==> config.mk <==
export PLATFORM = sky130hd
export DESIGN_NAME = mc_ctrl
export DESIGN_NICKNAME = d
export VERILOG_FILES = /design/src/rtl/mc_ctrl_pkg.sv /design/src/rtl/mc_decode.sv /design/src/rtl/mc_ctrl.sv
export SDC_FILE = /design/constraint.sdc
export NUM_CORES = 1
export LEC_CHECK = 0
export ABC_AREA = 1
export CAP_MARGIN = 30
export CORE_MARGIN = 2
export CORE_UTILIZATION = 43
export DETAILED_ROUTE_END_ITERATION = 12
export GPL_TIMING_DRIVEN = 0
export PLACE_DENSITY = 0.83
export SLEW_MARGIN = 5
export SYNTH_ARGS = -nofsm -noshare
export SYNTH_HDL_FRONTEND = slang
export SYNTH_SLANG_ARGS = --single-unit
==> constraint.sdc <==
create_clock -name clk -period 2.44 [get_ports clk]
set_clock_uncertainty 0.1 [all_clocks]
set_input_delay 0.488 -clock clk [delete_from_list [all_inputs] [get_ports clk]]
set_output_delay 0.488 -clock clk [all_outputs]
set_load 0.02 [all_outputs]
==> src/rtl/mc_ctrl_pkg.sv <==
// Shared encodings for the multi-cycle MIPS controller: FSM states, datapath
// select codes, ALU operation codes and the opcode/funct values it decodes.
package mc_ctrl_pkg;

  typedef enum logic [2:0] {
    S_IF  = 3'd0,
    S_ID  = 3'd1,
    S_EX  = 3'd2,
    S_MEM = 3'd3,
    S_WB  = 3'd4
  } state_t;

  localparam logic [3:0] ALU_NOP  = 4'd0;
  localparam logic [3:0] ALU_ADD  = 4'd1;
  localparam logic [3:0] ALU_SUB  = 4'd2;
  localparam logic [3:0] ALU_AND  = 4'd3;
  localparam logic [3:0] ALU_OR   = 4'd4;
  localparam logic [3:0] ALU_SLT  = 4'd5;
  localparam logic [3:0] ALU_SLTU = 4'd6;
  localparam logic [3:0] ALU_NOR  = 4'd7;
  localparam logic [3:0] ALU_SLL  = 4'd8;
  localparam logic [3:0] ALU_SRL  = 4'd9;
  localparam logic [3:0] ALU_SLLV = 4'd10;
  localparam logic [3:0] ALU_SRLV = 4'd11;
  localparam logic [3:0] ALU_LUI  = 4'd12;

  localparam logic [1:0] NPC_PLUS4  = 2'd0;
  localparam logic [1:0] NPC_BRANCH = 2'd1;
  localparam logic [1:0] NPC_JUMP   = 2'd2;
  localparam logic [1:0] NPC_REG    = 2'd3;

  localparam logic [1:0] SRCA_RS    = 2'd0;
  localparam logic [1:0] SRCA_SHAMT = 2'd1;
  localparam logic [1:0] SRCB_RT    = 2'd0;
  localparam logic [1:0] SRCB_IMM   = 2'd1;

  localparam logic [1:0] GPR_RD = 2'd0;
  localparam logic [1:0] GPR_RT = 2'd1;
  localparam logic [1:0] GPR_31 = 2'd2;

  localparam logic [1:0] WD_ALU = 2'd0;
  localparam logic [1:0] WD_MEM = 2'd1;
  localparam logic [1:0] WD_PC  = 2'd2;

  localparam logic [5:0] OP_RTYPE = 6'h00;
  localparam logic [5:0] OP_J     = 6'h02;
  localparam logic [5:0] OP_JAL   = 6'h03;
  localparam logic [5:0] OP_BEQ   = 6'h04;
  localparam logic [5:0] OP_BNE   = 6'h05;
  localparam logic [5:0] OP_ADDI  = 6'h08;
  localparam logic [5:0] OP_SLTI  = 6'h0A;
  localparam logic [5:0] OP_ANDI  = 6'h0C;
  localparam logic [5:0] OP_ORI   = 6'h0D;
  localparam logic [5:0] OP_LUI   = 6'h0F;
  localparam logic [5:0] OP_LW    = 6'h23;
  localparam logic [5:0] OP_SW    = 6'h2B;

  localparam logic [5:0] FN_SLL  = 6'h00;
  localparam logic [5:0] FN_SRL  = 6'h02;
  localparam logic [5:0] FN_SLLV = 6'h04;
  localparam logic [5:0] FN_SRLV = 6'h06;
  localparam logic [5:0] FN_JR   = 6'h08;
  localparam logic [5:0] FN_JALR = 6'h09;
  localparam logic [5:0] FN_ADD  = 6'h20;
  localparam logic [5:0] FN_SUB  = 6'h22;
  localparam logic [5:0] FN_AND  = 6'h24;
  localparam logic [5:0] FN_OR   = 6'h25;
  localparam logic [5:0] FN_NOR  = 6'h27;
  localparam logic [5:0] FN_SLT  = 6'h2A;
  localparam logic [5:0] FN_SLTU = 6'h2B;

  typedef struct packed {
    logic       rAlu;
    logic       iAlu;
    logic       load;
    logic       store;
    logic       beq;
    logic       bne;
    logic       j;
    logic       jal;
    logic       jr;
    logic       jalr;
    logic       shamt;
    logic       ext;
    logic       legal;
    logic [3:0] aluCode;
  } dec_t;

endpackage

==> src/rtl/mc_decode.sv <==
// Combinational instruction decoder: turns Op/Funct into class flags, the
// native ALU code for EX and a legality flag (set when any class matched).
module mc_decode
  import mc_ctrl_pkg::*;
(
  input  logic [5:0] i_op,
  input  logic [5:0] i_funct,
  output dec_t       o_dec
);

  always_comb begin
    o_dec = '0;
    case (i_op)
      OP_RTYPE: begin
        case (i_funct)
          FN_ADD:  begin o_dec.rAlu = 1'b1; o_dec.aluCode = ALU_ADD;  end
          FN_SUB:  begin o_dec.rAlu = 1'b1; o_dec.aluCode = ALU_SUB;  end
          FN_AND:  begin o_dec.rAlu = 1'b1; o_dec.aluCode = ALU_AND;  end
          FN_OR:   begin o_dec.rAlu = 1'b1; o_dec.aluCode = ALU_OR;   end
          FN_NOR:  begin o_dec.rAlu = 1'b1; o_dec.aluCode = ALU_NOR;  end
          FN_SLT:  begin o_dec.rAlu = 1'b1; o_dec.aluCode = ALU_SLT;  end
          FN_SLTU: begin o_dec.rAlu = 1'b1; o_dec.aluCode = ALU_SLTU; end
          FN_SLL:  begin o_dec.rAlu = 1'b1; o_dec.aluCode = ALU_SLL; o_dec.shamt = 1'b1; end
          FN_SRL:  begin o_dec.rAlu = 1'b1; o_dec.aluCode = ALU_SRL; o_dec.shamt = 1'b1; end
          FN_SLLV: begin o_dec.rAlu = 1'b1; o_dec.aluCode = ALU_SLLV; end
          FN_SRLV: begin o_dec.rAlu = 1'b1; o_dec.aluCode = ALU_SRLV; end
          FN_JR:   o_dec.jr   = 1'b1;
          FN_JALR: o_dec.jalr = 1'b1;
          default: ;
        endcase
      end
      OP_ADDI: begin o_dec.iAlu  = 1'b1; o_dec.aluCode = ALU_ADD; o_dec.ext = 1'b1; end
      OP_ANDI: begin o_dec.iAlu  = 1'b1; o_dec.aluCode = ALU_AND; o_dec.ext = 1'b1; end
      OP_SLTI: begin o_dec.iAlu  = 1'b1; o_dec.aluCode = ALU_SLT; o_dec.ext = 1'b1; end
      OP_ORI:  begin o_dec.iAlu  = 1'b1; o_dec.aluCode = ALU_OR;  end
      OP_LUI:  begin o_dec.iAlu  = 1'b1; o_dec.aluCode = ALU_LUI; end
      OP_LW:   begin o_dec.load  = 1'b1; o_dec.aluCode = ALU_ADD; o_dec.ext = 1'b1; end
      OP_SW:   begin o_dec.store = 1'b1; o_dec.aluCode = ALU_ADD; o_dec.ext = 1'b1; end
      OP_BEQ:  begin o_dec.beq   = 1'b1; o_dec.aluCode = ALU_SUB; end
      OP_BNE:  begin o_dec.bne   = 1'b1; o_dec.aluCode = ALU_SUB; end
      OP_J:    o_dec.j   = 1'b1;
      OP_JAL:  o_dec.jal = 1'b1;
      default: ;
    endcase
    o_dec.legal = o_dec.rAlu | o_dec.iAlu | o_dec.load | o_dec.store | o_dec.beq |
                  o_dec.bne | o_dec.j | o_dec.jal | o_dec.jr | o_dec.jalr;
  end

endmodule

==> src/rtl/mc_ctrl.sv <==
// Multi-cycle MIPS control FSM with a retired-instruction counter.
// Define MC_CTRL_MEM_WAIT_EN to hold MEM until MemReady is sampled high.
module mc_ctrl
  import mc_ctrl_pkg::*;
#(
  parameter int ALUOP_W = 4,
  parameter int CNT_W   = 32
) (
  input  logic               clk,
  input  logic               rstn,
  input  logic [5:0]         Op,
  input  logic [5:0]         Funct,
  input  logic               Zero,
  input  logic               MemReady,
  output logic               PCWrite,
  output logic               IRWrite,
  output logic               RegWrite,
  output logic               MemRead,
  output logic               MemWrite,
  output logic               EXTOp,
  output logic [ALUOP_W-1:0] ALUOp,
  output logic [1:0]         NPCOp,
  output logic [1:0]         ALUSrcA,
  output logic [1:0]         ALUSrcB,
  output logic [1:0]         GPRSel,
  output logic [1:0]         WDSel,
  output logic [2:0]         State,
  output logic               Illegal,
  output logic [CNT_W-1:0]   InstrCnt
);

  state_t           r_state;
  state_t           w_next;
  logic [CNT_W-1:0] r_instrCnt;
  logic             w_retire;
  logic             w_memDone;
  logic [3:0]       w_aluCode;
  dec_t             w_dec;

  mc_decode u_decode (
    .i_op    (Op),
    .i_funct (Funct),
    .o_dec   (w_dec)
  );

`ifdef MC_CTRL_MEM_WAIT_EN
  assign w_memDone = MemReady;
`else
  logic w_unusedMemReady;
  assign w_unusedMemReady = MemReady;
  assign w_memDone        = 1'b1;
`endif

  always_ff @(posedge clk) begin
    if (!rstn) begin
      r_state    <= S_IF;
      r_instrCnt <= '0;
    end else begin
      r_state <= w_next;
      if (w_retire) r_instrCnt <= r_instrCnt + CNT_W'(1);
    end
  end

  always_comb begin
    w_next    = r_state;
    w_retire  = 1'b0;
    w_aluCode = ALU_NOP;
    PCWrite   = 1'b0;
    IRWrite   = 1'b0;
    RegWrite  = 1'b0;
    MemRead   = 1'b0;
    MemWrite  = 1'b0;
    EXTOp     = 1'b0;
    NPCOp     = NPC_PLUS4;
    ALUSrcA   = SRCA_RS;
    ALUSrcB   = SRCB_RT;
    GPRSel    = GPR_RD;
    WDSel     = WD_ALU;
    Illegal   = 1'b0;
    case (r_state)
      S_IF: begin
        IRWrite = 1'b1;
        PCWrite = 1'b1;
        w_next  = S_ID;
      end
      S_ID: begin
        if (!w_dec.legal) begin
          Illegal = 1'b1;
          w_next  = S_IF;
        end else if (w_dec.j | w_dec.jal | w_dec.jr | w_dec.jalr) begin
          PCWrite  = 1'b1;
          NPCOp    = (w_dec.jr | w_dec.jalr) ? NPC_REG : NPC_JUMP;
          RegWrite = w_dec.jal | w_dec.jalr;
          GPRSel   = w_dec.jal ? GPR_31 : GPR_RD;
          WDSel    = (w_dec.jal | w_dec.jalr) ? WD_PC : WD_ALU;
          w_retire = 1'b1;
          w_next   = S_IF;
        end else begin
          w_next = S_EX;
        end
      end
      S_EX: begin
        w_aluCode = w_dec.aluCode;
        ALUSrcA   = w_dec.shamt ? SRCA_SHAMT : SRCA_RS;
        ALUSrcB   = (w_dec.iAlu | w_dec.load | w_dec.store) ? SRCB_IMM : SRCB_RT;
        EXTOp     = w_dec.ext;
        if (w_dec.beq | w_dec.bne) begin
          PCWrite  = (w_dec.beq & Zero) | (w_dec.bne & ~Zero);
          NPCOp    = NPC_BRANCH;
          w_retire = 1'b1;
          w_next   = S_IF;
        end else if (w_dec.load | w_dec.store) begin
          w_next = S_MEM;
        end else begin
          w_next = S_WB;
        end
      end
      S_MEM: begin
        MemRead  = w_dec.load;
        MemWrite = w_dec.store;
        if (w_memDone) begin
          w_retire = w_dec.store;
          w_next   = w_dec.load ? S_WB : S_IF;
        end
      end
      S_WB: begin
        RegWrite = 1'b1;
        GPRSel   = (w_dec.iAlu | w_dec.load) ? GPR_RT : GPR_RD;
        WDSel    = w_dec.load ? WD_MEM : WD_ALU;
        w_retire = 1'b1;
        w_next   = S_IF;
      end
      default: w_next = S_IF;
    endcase
    // Reset is synchronous, so mask outputs until the state register has cleared.
    if (!rstn) begin
      w_aluCode = ALU_NOP;
      PCWrite   = 1'b0;
      IRWrite   = 1'b0;
      RegWrite  = 1'b0;
      MemRead   = 1'b0;
      MemWrite  = 1'b0;
      EXTOp     = 1'b0;
      NPCOp     = NPC_PLUS4;
      ALUSrcA   = SRCA_RS;
      ALUSrcB   = SRCB_RT;
      GPRSel    = GPR_RD;
      WDSel     = WD_ALU;
      Illegal   = 1'b0;
    end
  end

  assign ALUOp    = ALUOP_W'(w_aluCode);
  assign State    = r_state;
  assign InstrCnt = r_instrCnt;

endmodule

Word-level counts from Yosys, hierarchy flattened

Cells that the tools add are included.

Register bits after elaboration: 35
Word-level logic and storage cells: 131

$add $sub $neg: 1
Muxes and demuxes: 70
Reductions and logical operators: 9
Equality and inequality tests: 27
Bitwise logic cells: 22

Operator list:

| operator              | count |
|---|---|
| $eq 6x6->1 const B    | 9 |
| $pmux 4 s11           | 1 |
| $eq 6x4->1 const B    | 7 |
| $mux 1                | 40 |
| $add 32x1->32 const B | 1 |
| $mux 2                | 15 |
| $pmux 4 s7            | 1 |
| $eq 6x3->1 const B    | 4 |
| $or 1x1->1            | 19 |
| $eq 6x2->1 const B    | 3 |
| $logic_not 6->1       | 2 |
| $mux 3                | 4 |
| $pmux 2 s2            | 3 |
| $pmux 3 s4            | 1 |
| $reduce_or 11->1      | 1 |
| $reduce_or 5->1       | 2 |
| $mux 4                | 2 |
| $eq 3x2->1 const B    | 2 |
| $pmux 1 s4            | 1 |
| $reduce_or 2->1       | 2 |
| $eq 3x1->1 const B    | 1 |
| $eq 3x3->1 const B    | 1 |
| $logic_not 3->1       | 1 |
| $pmux 1 s3            | 1 |
| 4 further kinds       | 5 |

Depth between registers and ports, before layout

Depth after elaboration: 16
Mapped depth: 11

Cells and area by module

Synthesis repeated with hierarchy kept, for this count alone.

Cells, all modules: 498
Area, all modules: 2807.7 sq um

Modules (own cells, without submodules):

| module    | area an instance (sq um) | seq. area each (sq um) | times used | cells an instance |
|---|---|---|---|---|
| mc_ctrl   | 2334.7                   | 700.7                  | 1          | 403 |
| mc_decode | 473.0                    | 0.0                    | 1          | 95 |

Least setup slack after synthesis

No wires, ideal clock.

Path kind: input to output
From: input port Op[0]
To: output port RegWrite
Path slack: 99 ps
Buffers on the path: 1
Data required time: 1852 ps
Arrival time: 1753 ps
Stages: 8
Cell sequence: buf_4 -> nor2_2 -> nand2_1 -> nor2_4 -> nand2_2 -> o21ai_0 -> nand2_1 -> o21ai_0

Word-level cells in the longest chain between the ends: 15
Elaborated cells between the ends (all ways): 39

RTL lines:

| what                      | line            | source |
|---|---|---|
| start: declaration        | mc_ctrl.sv:11   | `input logic [5:0] Op,` |
| $eq 6x4->1                | mc_decode.sv:13 | `case (i_op)` |
| $reduce_or 5->1 (no line) | n/a             |  |
| $mux 1                    | mc_decode.sv:13 |  |
| $or 1x1->1 (5 in series)  | mc_decode.sv:45 | `o_dec.legal = o_dec.rAlu \| o_dec.iAlu \| o_dec.load \| o_dec.store \| o_dec.beq \|` |
| $or 1x1->1 (4 in series)  | mc_decode.sv:46 | `o_dec.bne \| o_dec.j \| o_dec.jal \| o_dec.jr \| o_dec.jalr;` |
| $mux 1 (*)                | mc_ctrl.sv:87   | `if (!w_dec.legal) begin` |
| $pmux 1 s2 (*)            | mc_ctrl.sv:80   | `case (r_state)` |
| $mux 1 (*)                | mc_ctrl.sv:136  | `if (!rstn) begin` |
| end: declaration          | mc_ctrl.sv:17   | `output logic RegWrite,` |

Every way passes the cells marked *; elsewhere a longest branch is shown, timed or not.

Final worst setup path

From: register r_state[2] (netlist: State[2])
To: output port ALUSrcB[0]

Word-level cells in the longest chain between the ends: 3

RTL lines:

| what                     | line           | source |
|---|---|---|
| start: declaration       | mc_ctrl.sv:32  | `state_t r_state;` |
| start signal: assignment | mc_ctrl.sv:59  | `r_state <= w_next;` |
| $eq 3x2->1               | mc_ctrl.sv:80  |  |
| $mux 1                   | mc_ctrl.sv:80  |  |
| $mux 2                   | mc_ctrl.sv:136 |  |
| end: declaration         | mc_ctrl.sv:24  | `output logic [1:0] ALUSrcB,` |

Every way passes these cells.

==> metrics.txt <==
# TYPE chip_impl_metric gauge
chip_impl_metric{name="min_period_over_period",unit="%"} 96.84
chip_impl_metric{name="clk_path_buf_depth",unit=""} 2
chip_impl_info{name="timing.setup.critical_path_class",value="flip-flop to output port"} 1
chip_impl_metric{name="synth.cell_area",unit="sq um"} 2770
chip_impl_info{name="holdCritPathClass",value="flip-flop to flip-flop"} 1
chip_impl_metric{name="final.min_clock_period",unit="ns"} 2.363
chip_impl_metric{name="detailed_place_hpwl",unit="microns"} 6743
chip_impl_metric{name="ctsHtreeMaxLevel",unit=""} 2
chip_impl_metric{name="viasPerCell",unit=""} 5.301
chip_impl_info{name="leading_cell_types_in_the_layout_fill_and_taps_excluded",value="138 x nand2_1, 69 x nor2_1, 50 x nand3_1, 38 x a21oi_1"} 1
chip_impl_metric{name="cts.sinks",unit=""} 35
chip_impl_metric{name="grt_start_max_net_pins",unit=""} 11
chip_impl_metric{name="layout.area.seq",unit="sq um"} 700.7
chip_impl_metric{name="hold_viol_final",unit=""} 0
chip_impl_metric{name="worst-path-buf-inv",unit=""} 3
chip_impl_metric{name="ffs_latches_synth",unit=""} 35
chip_impl_metric{name="site_row_count",unit=""} 29
chip_impl_metric{name="place_area",unit="sq um"} 3541
chip_impl_metric{name="clkTransAtPathRegs",unit="ns"} 0.08
chip_impl_metric{name="drt_drc_violations_left",unit=""} 0
chip_impl_metric{name="net_sw_share",unit="%"} 26.58
chip_impl_info{name="worst_path_max_delay_cell",value="dfxtp_1"} 1
chip_impl_metric{name="routed_wire_per_std_cell",unit="microns"} 13.81
chip_impl_metric{name="p_total",unit="W"} 0.001206
chip_impl_metric{name="place_ws",unit="ns"} -0.9582
chip_impl_metric{name="area_delta_synth_final",unit="%"} 34.10
chip_impl_metric{name="maxClockFrequency",unit="MHz"} 423.2
chip_impl_metric{name="place.gp.congestion",unit=""} 1.005
chip_impl_info{name="worst_setup_path_start_kind",value="flip-flop"} 1
chip_impl_metric{name="power.internal",unit="W"} 0.0008852
chip_impl_info{name="cp_cell_sequence",value="inv_1, nand3_1, nor2_2, inv_1, a31oi_1, dlygate4sd2_1"} 1
chip_impl_info{name="cts_root_buf",value="clkbuf_8"} 1
chip_impl_metric{name="worst-endpoint-required",unit="ns"} 1.85
chip_impl_metric{name="track_usage",unit="%"} 24.56
chip_impl_metric{name="cap_violations",unit=""} 0
chip_impl_metric{name="synth_cell_types",unit=""} 32
chip_impl_metric{name="detailedRoute.firstPassIterationCount",unit=""} 5
chip_impl_info{name="run_status",value="completed"} 1
chip_impl_metric{name="comb_power_share",unit="%"} 12.7
chip_impl_metric{name="drt_first_iter_violations",unit=""} 125
chip_impl_metric{name="synth_seq_area_share",unit="%"} 25.29
chip_impl_metric{name="power.share.clock",unit="%"} 39.5
chip_impl_metric{name="io_buffers",unit=""} 67
chip_impl_metric{name="proportion_of_layout_cells_with_a_drive_suffix_above_1",unit="%"} 14.62
chip_impl_metric{name="finish.net_count",unit=""} 577
chip_impl_metric{name="syn_area_per_cell",unit="sq um"} 5.820
chip_impl_metric{name="cts_made_buffers",unit=""} 5
chip_impl_info{name="worstSetupEndpointType",value="output port"} 1
chip_impl_info{name="timing.critical_path.max_delay_family",value="buffers and inverters"} 1
chip_impl_metric{name="finalMaxSlewViolations",unit=""} 0
chip_impl_metric{name="layout_setup_ws",unit="ns"} 0.07711
chip_impl_info{name="grt_setup_unrepaired",value="true"} 1
chip_impl_metric{name="final_util",unit="%"} 59.18
chip_impl_metric{name="grt_pass1_vias",unit=""} 3177
chip_impl_metric{name="crit_path_max_fanout",unit=""} 5
chip_impl_metric{name="power.density_cell_area",unit="nW/um^2"} 324.6
chip_impl_metric{name="antenna_cells",unit=""} 0
chip_impl_metric{name="setup_violations",unit=""} 0
chip_impl_metric{name="start_util",unit="%"} 44.13
chip_impl_metric{name="gr_overflow_total",unit=""} 0
chip_impl_metric{name="synthesis.yosys.warnings",unit=""} 0
chip_impl_metric{name="timing.critical_path.slowest_cell_delay",unit="ns"} 0.35
chip_impl_metric{name="slew-limit-headroom",unit="%"} 61.29
chip_impl_info{name="layout_commonest_cell",value="nand2_1"} 1
chip_impl_metric{name="multi_input_area",unit="sq um"} 1911
chip_impl_metric{name="ios",unit=""} 72
chip_impl_metric{name="net-switching-power",unit="W"} 0.0003205
chip_impl_metric{name="n_fill_cell",unit=""} 663
chip_impl_info{name="clock_tree_from_tritoncts",value="done"} 1
chip_impl_metric{name="chipWidth",unit="microns"} 84.27
chip_impl_metric{name="die_area",unit="sq um"} 7101
chip_impl_metric{name="syn-instance-count",unit=""} 476
chip_impl_metric{name="sequential_group_share_of_total_power",unit="%"} 47.9
chip_impl_metric{name="worst_margin_pin_slew",unit="ns"} 0.5806
chip_impl_metric{name="dr_total_vias",unit=""} 3382
chip_impl_metric{name="peakVddDrop",unit="mV"} 0.2437
chip_impl_metric{name="placeableCoreArea",unit="sq um"} 6277
chip_impl_metric{name="post_route_design_area",unit="sq um"} 3715
chip_impl_metric{name="final.setup.tns",unit="ns"} 0
chip_impl_metric{name="post_cts_hold_buffer_count",unit=""} 0
chip_impl_metric{name="drt-total-wl",unit="microns"} 8808
chip_impl_metric{name="grt_first_pass_wirelength",unit="microns"} 14390
chip_impl_info{name="crit_top_cell",value="inv_1"} 1
chip_impl_metric{name="total_leakage_power",unit="nW"} 1.434
chip_impl_metric{name="clk_latency",unit="ns"} 0.30
chip_impl_metric{name="ant_nets",unit=""} 0
chip_impl_metric{name="timing.critical_path.arrival",unit="ns"} 1.77
chip_impl_metric{name="antenna_found_initial",unit=""} 0
chip_impl_metric{name="chipHeight",unit="microns"} 84.27
==> repair_timing <==
item | in CTS | in global routing
pin swaps | 8 | 6
endpoints found under the setup margin | 19 | 16
setup buffers | 7 | 2
gates resized for setup | 95 | 26
==> power by group through the flow <==
stage                     registers [W]  logic (W)  clock network [W]
after floorplan                0.000593  0.0000757                  0
after global placement         0.000590   0.000138                  0
after detailed placement       0.000590   0.000141                  0
after CTS                      0.000577   0.000146           0.000477
after global routing           0.000577   0.000167           0.000499
final                          0.000577   0.000153           0.000476
==> metrics by stage <==
step / hold WS, ns / cells
detailed placement: 0.4049 / 621
finish: 0.4136 / 638
CTS: 0.4153 / 636
floorplan: 0.4706 / 477
global placement: 0.3925 / 621
global route: 0.4447 / 638
==> synthesized netlist by cell type, drive strengths merged <==
master / number / share of area, %
conb: 1 / 0.14
nand3b: 4 / 1.1
a31oi: 3 / 0.68
nand4: 2 / 0.45
dfxtp: 35 / 25
xor2: 15 / 4.7
ha: 1 / 0.45
xnor2: 6 / 1.9
buf: 10 / 3.0
nor3: 14 / 3.3
nor2: 85 / 12
nand2: 144 / 20
nor4: 2 / 0.45
or2: 1 / 0.23
inv: 41 / 5.6
clkbuf: 6 / 0.81
a211oi: 1 / 0.27
nand3: 55 / 10
a21oi: 38 / 6.9
o21ai: 12 / 2.2
==> worst min-delay path: stages (launching register included) <==
cell and delay, ns:
dfxtp_1 0.33, nand3_1 0.08, a21oi_1 0.06
==> logic make-up after synthesis <==
group | after synthesis | share of synthesized area (%)
flip-flops | 35 | 25.29
AND/OR/NAND/NOR | 307 | 48.10
buffers and inverters | 57 | 9.394
adder cells (fa/ha/maj) | 1 | 0.4516
XOR/XNOR | 21 | 6.640
AO/OA/AOI/OAI | 54 | 9.982
other | 1 | 0.1354
==> path summary, 6_finish.rpt <==
check / from / to / slack (ns) / depth (start not counted)
worst min-delay path: InstrCnt[30]$_SDFFE_PN0P_ / InstrCnt[30]$_SDFFE_PN0P_ / 0.41 / 2
worst min register to register: InstrCnt[30]$_SDFFE_PN0P_ / InstrCnt[30]$_SDFFE_PN0P_ / 0.41 / 2
worst max-delay path: State[2]$_SDFF_PN0_ / ALUSrcB[0] / 0.08 / 6
worst max register to register: State[2]$_SDFF_PN0_ / InstrCnt[15]$_SDFFE_PN0P_ / 0.46 / 9
==> area by class of cell <==
type                    count  share of cell area (%)
multi-input cells         385                   51.43
flip-flops and latches     35                   18.86
repair buffers             76                   17.08
inverters                  41                   4.143
plain buffers              16                   3.200
clock buffers               8                   2.695
well taps                  77                   2.593
==> flip-flops by register name, summed over array words and instances (netlist names) <==
register  flops
State         3
InstrCnt     32
==> layer usage <==
layer  GRT usage, %  routed length [microns]  vias up
met5              0                        0        -
met4          7.478                      206        0
met3          4.425                      506       18
met2          45.02                     4415      122
met1          28.90                     3679     1550
li1               -                        -     1692
No activity file was read; power rests on OpenSTA's default activity.
